File: config.mk
export PLATFORM = sky130hd
export DESIGN_NAME = axi_wchan_router
export DESIGN_NICKNAME = d
export VERILOG_FILES = /design/src/rtl/axi_ic_pkg.sv /design/src/rtl/axi_order_fifo.sv /design/src/rtl/axi_wchan_router.sv
export SDC_FILE = /design/constraint.sdc
export NUM_CORES = 1
export LEC_CHECK = 0
export ABC_AREA = 1
export CAP_MARGIN = 20
export CORE_UTILIZATION = 45
export CTS_CLUSTER_DIAMETER = 80
export DETAILED_ROUTE_END_ITERATION = 10
export DONT_BUFFER_PORTS = 1
export PLACE_DENSITY_LB_ADDON = 0.15
export SLEW_MARGIN = 25
export SYNTH_ARGS = -nofsm -noshare
export SYNTH_HDL_FRONTEND = slang
export SYNTH_SLANG_ARGS = --single-unit
File: constraint.sdc
create_clock -name clk_i -period 2.5 [get_ports clk_i]
set_input_delay 0.625 -clock clk_i [delete_from_list [all_inputs] [get_ports clk_i]]
set_output_delay 0.625 -clock clk_i [all_outputs]
set_load 0.03 [all_outputs]
File: src/rtl/axi_ic_pkg.sv
// Shared types for the 2-master AXI write interconnect.
package axi_ic_pkg;

  typedef logic master_idx_t;

  localparam master_idx_t MST0 = 1'b0;
  localparam master_idx_t MST1 = 1'b1;

  typedef enum logic [1:0] {
    OKAY   = 2'b00,
    EXOKAY = 2'b01,
    SLVERR = 2'b10,
    DECERR = 2'b11
  } resp_t;

endpackage

File: src/rtl/axi_order_fifo.sv
// Master-index order FIFO: one write port, independent W-side and B-side read heads.
module axi_order_fifo
  import axi_ic_pkg::*;
#(
  parameter int DEPTH = 4,
  localparam int PW = $clog2(DEPTH),
  localparam int CW = PW + 1
) (
  input  logic        clk_i,
  input  logic        rst_i,
  input  logic        push,
  input  master_idx_t push_idx,
  input  logic        w_pop,
  input  logic        b_pop,
  output master_idx_t w_head,
  output master_idx_t b_head,
  output logic [CW-1:0] w_cnt,
  output logic [CW-1:0] b_cnt
);

  logic [DEPTH-1:0] mem;
  logic [PW-1:0]    wr_ptr;
  logic [PW-1:0]    w_ptr;
  logic [PW-1:0]    b_ptr;

  // Contents need no reset: counters gate every read.
  always_ff @(posedge clk_i) begin
    if (push) mem[wr_ptr] <= push_idx;
  end

  always_ff @(posedge clk_i or posedge rst_i) begin
    if (rst_i) begin
      wr_ptr <= '0;
      w_ptr  <= '0;
      b_ptr  <= '0;
      w_cnt  <= '0;
      b_cnt  <= '0;
    end else begin
      if (push)  wr_ptr <= wr_ptr + PW'(1);
      if (w_pop) w_ptr  <= w_ptr + PW'(1);
      if (b_pop) b_ptr  <= b_ptr + PW'(1);
      w_cnt <= w_cnt + CW'(push) - CW'(w_pop);
      b_cnt <= b_cnt + CW'(push) - CW'(b_pop);
    end
  end

  assign w_head = mem[w_ptr];
  assign b_head = mem[b_ptr];

endmodule

File: src/rtl/axi_wchan_router.sv
// Steers W beats and B responses between two masters and one slave in AW issue order.
module axi_wchan_router
  import axi_ic_pkg::*;
#(
  parameter int DEPTH  = 4,
  parameter int DATA_W = 32,
  parameter int STRB_W = DATA_W / 8
) (
  input  logic              clk_i,
  input  logic              rst_i,
  input  logic              m1_wgrnt,
  input  logic              awvalid,
  input  logic              awready,
  output logic              aw_block_o,
  input  logic              m0_WVALID,
  input  logic              m0_WLAST,
  input  logic [DATA_W-1:0] m0_WDATA,
  input  logic [STRB_W-1:0] m0_WSTRB,
  output logic              m0_WREADY,
  input  logic              m1_WVALID,
  input  logic              m1_WLAST,
  input  logic [DATA_W-1:0] m1_WDATA,
  input  logic [STRB_W-1:0] m1_WSTRB,
  output logic              m1_WREADY,
  output logic              s_WVALID,
  output logic              s_WLAST,
  output logic [DATA_W-1:0] s_WDATA,
  output logic [STRB_W-1:0] s_WSTRB,
  input  logic              s_WREADY,
  input  logic              s_BVALID,
  input  logic [1:0]        s_BRESP,
  output logic              s_BREADY,
  output logic              m0_BVALID,
  output logic [1:0]        m0_BRESP,
  input  logic              m0_BREADY,
  output logic              m1_BVALID,
  output logic [1:0]        m1_BRESP,
  input  logic              m1_BREADY,
  output logic              err_o
);

  localparam int CW = $clog2(DEPTH) + 1;

  master_idx_t   w_head;
  master_idx_t   b_head;
  logic [CW-1:0] w_cnt;
  logic [CW-1:0] b_cnt;
  logic          w_act;
  logic          b_act;
  logic          push;
  logic          w_pop;
  logic          b_pop;

  assign w_act      = (w_cnt != '0);
  assign b_act      = (b_cnt != '0);
  assign aw_block_o = (b_cnt == CW'(DEPTH));
  assign push       = awvalid && awready && !aw_block_o;
  assign w_pop      = s_WVALID && s_WREADY && s_WLAST;
  assign b_pop      = s_BVALID && s_BREADY;

  axi_order_fifo #(.DEPTH(DEPTH)) u_fifo (
    .clk_i    (clk_i),
    .rst_i    (rst_i),
    .push     (push),
    .push_idx (m1_wgrnt),
    .w_pop    (w_pop),
    .b_pop    (b_pop),
    .w_head   (w_head),
    .b_head   (b_head),
    .w_cnt    (w_cnt),
    .b_cnt    (b_cnt)
  );

  // Data outputs are forced to zero whenever their valid is low.
  always_comb begin
    s_WVALID  = 1'b0;
    s_WLAST   = 1'b0;
    s_WDATA   = '0;
    s_WSTRB   = '0;
    m0_WREADY = 1'b0;
    m1_WREADY = 1'b0;
    if (w_act) begin
      if (w_head == MST1) begin
        s_WVALID  = m1_WVALID;
        m1_WREADY = s_WREADY;
        if (m1_WVALID) begin
          s_WLAST = m1_WLAST;
          s_WDATA = m1_WDATA;
          s_WSTRB = m1_WSTRB;
        end
      end else begin
        s_WVALID  = m0_WVALID;
        m0_WREADY = s_WREADY;
        if (m0_WVALID) begin
          s_WLAST = m0_WLAST;
          s_WDATA = m0_WDATA;
          s_WSTRB = m0_WSTRB;
        end
      end
    end
  end

  always_comb begin
    s_BREADY  = 1'b0;
    m0_BVALID = 1'b0;
    m0_BRESP  = '0;
    m1_BVALID = 1'b0;
    m1_BRESP  = '0;
    if (b_act) begin
      if (b_head == MST1) begin
        m1_BVALID = s_BVALID;
        m1_BRESP  = s_BVALID ? s_BRESP : '0;
        s_BREADY  = m1_BREADY;
      end else begin
        m0_BVALID = s_BVALID;
        m0_BRESP  = s_BVALID ? s_BRESP : '0;
        s_BREADY  = m0_BREADY;
      end
    end
  end

  // A response with no outstanding write, or before its WLAST, is a slave protocol violation.
  always_ff @(posedge clk_i or posedge rst_i) begin
    if (rst_i) begin
      err_o <= 1'b0;
    end else if (s_BVALID && (!b_act || (b_cnt == w_cnt))) begin
      err_o <= 1'b1;
    end
  end

endmodule
==> impl_metrics.yaml <==
status:
  status: "finished clean"
place:
  preCtsSetupSlack_ps: 37.0
  io_buffers: 0
  place_inst: 350
  dp_hpwl_mm: 4.02
  gp_congestion: 0.827
logic_synthesis:
  synth_top_area_frac: 0.189
  synth_common_cells: "nor2_1 (88), inv_1 (35), nor3_2 (35), nand2_1 (29), dfrtp_1 (13)"
  synth_fp_nets: 356
  synth-main-ff-cell: "dfrtp_1"
  async_reset_ff_frac: 0.765
  synth_cells: 259
  ys_seq_elements: 17
  synth_edf_count: 4
  synth_top_area_cell: "nor3_2"
  ys_warn_count: 0
  yosys-top-cells-area: "nor3_2 (19%), nor2_1 (18%), dfrtp_1 (18%)"
  synth.avg_cell_area_um2: 7.17
  synthDistinctLibCells: 25
  yosysSeqAreaShare: 0.240
  synth.most_common_cell: "nor2_1"
  netlist_area_mm2: 0.00186
setup_path:
  cp-start-kind: "register"
  r2r_cells: 15
  critPathRequiredTime_ps: 1880
  critPathCaptureType: "output pin"
  critPathKind: "reg -> out"
  r2r_start: "u_fifo.w_ptr[0]"
  ff2ff_setup_slack_ps: 90
  cp_max_fo: 18
  arrival_ps: 1830
  r2r-end: "u_fifo.w_cnt[2]"
timing:
  tightest_slew_ps: 548
  max-slew-margin-rel: 0.633
  rsz0062_at_grt: "yes"
  skew_ps: 4.69
  finalSetupViolations: 0
  max_freq_mhz: 408
  period_needed_ps: 2450
  hold_violations: 0
  fin_crit_sh: 0.981
  drv_slew: 0
  setup_ws_ps: 48.5
pwr:
  ir_drop_mv: 0.837
  p_per_area_mw_per_mm2: 1790
  leakage_nw: 1.23
clocking:
  clock_path_buffers: 2
  ctsHtreeMaxLevel: 1
  clk_latency_ps: 260
  cts_tree: "yes"
  cts-root-buf: "clkbuf_8"
  clkSlewWorstSetupHoldPaths_ps: 60
  postCtsHoldBufs: 0
  cts_made_buffers: 3
  cts.sinks: 17
floorplanning:
  die_h_um: 66.2
  initial_core_util: 0.489
  fp.dieW_um: 66.2
  coreArea_mm2: 0.00380
  ioPinCount: 136
  die_area_mm2: 0.00439
  num_rows: 22
layout:
  layout.nets: 408
  syn_to_final_growth_pct: 29.8
  fin_cells: 358
  fill_cells: 368
  regArea_um2: 445
  antenna_cells: 0
  multiInputGateArea_mm2: 0.00126
  drive_above_1_share: 0.371
global_route:
  grt_first_pass_wirelength_mm: 6.71
  grt_max_degree: 38
  grt_pass1_vias: 1449
  gr-total-overflow: 0
  track_usage: 0.203
  antenna_found_initial: 0
route:
  via_count: 1786
  route.detailed.drc: 0
  drt-vias-per-instance: 4.99
  drt_first_iter_violations: 45
  wl_mm: 5.04
  drtAntennaViolNets: 0
  drt-pass1-iter-count: 4
  post_drt_wl_per_cell_um: 14.1
job:
  drv_cap: 0
hold_path:
  hp-class: "in -> async"
-- cell usage in the layout (no fill, tap or decap), types with 2 or more instances in the layout --
master and n:
a21oi_1 2, buf_4 53, buf_6 2, clkbuf_8 3
dfrtp_1 13, edfxtp_1 4, fa_2 2, ha_1 7
inv_1 34, inv_2 2, nand2_1 25, nand2_2 4
nand3_1 7, nand3_4 2, nor2_1 87, nor2_2 2
nor3_1 3, nor3_2 31, nor3_4 4, o21ai_0 2
o22ai_1 2, xnor2_1 2, xnor2_2 2, xor2_1 5
-- how the worst max path moves through the flow --
stage / start / end / slack, ps / depth (start not counted)
floorplan: s_BVALID / m0_BRESP[0] / 40 / 6
global placement: u_fifo.b_ptr[0] / u_fifo.b_cnt[2] / 70 / 15
detailed placement: u_fifo.b_ptr[0] / u_fifo.b_cnt[2] / 40 / 15
CTS: u_fifo.b_ptr[0] / u_fifo.b_cnt[2] / 20 / 15
global route: u_fifo.w_ptr[0] / s_WDATA[25] / -60 / 9
finish: u_fifo.w_ptr[0] / s_WDATA[25] / 50 / 9
-- stage by stage --
| stage | hold slack [ps] | power (mW) | cell area [µm²] | TNS, ps | util |
|---|---|---|---|---|---|
| 2_1_floorplan | 464 | 2.98 | 1860 | 0 | - |
| 3_3_place_gp | 505 | 3.80 | 2230 | 0 | 0.586 |
| 3_5_place_dp | 503 | 3.84 | 2230 | 0 | 0.586 |
| 4_1_cts | 312 | 4.11 | 2290 | 0 | 0.604 |
| 5_1_grt | 337 | 4.61 | 2410 | -442 | 0.634 |
| 6_report | 293 | 4.31 | 2410 | 0 | 0.634 |
-- flip-flops by register name (all words and copies together) (netlist names) --
name and flops:
err_o 1, u_fifo.b_cnt 3, u_fifo.b_ptr 2, u_fifo.mem 4, u_fifo.w_cnt 3, u_fifo.w_ptr 2
u_fifo.wr_ptr 2
-- final cells by class --
type                    count  share of cell area
multi-input cells         195               0.522
inverters                  37              0.0607
repair buffers             57               0.189
well taps                  48              0.0249
flip-flops and latches     17               0.185
clock buffers               4              0.0187
-- cell families (layout without fill, tap and decap cells) --
logic type      Yosys count  in the layout  synth area share
simple gates            168            168             0.481
buf+inv                  47             98             0.131
flops                    17             17             0.240
fa+ha+maj                10             10            0.0755
xor+xnor                  9              9            0.0424
compound gates            8              8            0.0303
-- report_power, final --
part	leakage, nW	switching (mW)	internal, mW
clock	0.0228	0.0917	0.113
combinational	1.02	2.25	1.31
sequential	0.188	0.139	0.399
-- repair_timing --
action,in CTS,in global routing
resized for setup,0,25
pin swaps,1,4
setup buffers,3,1
setup endpoints to repair,1,28
hold endpoints to repair,0,0
-- critical path: stages, from the launching register on --
cell	delay [ps]
dfrtp_1	430
inv_2	90
nand2_1	90
nand3_4	110
nand2_8	100
a21oi_4	150
nand2_4	90
buf_12	180
nor3_2	120
buf_4	190
-- layer usage --
layer	track usage	wire length [µm]
met4	0.0426	31
met2	0.348	2590
met1	0.250	2060
met5	0	0
met3	0.0586	362
Note: power is estimated with default switching activity, not from simulation.
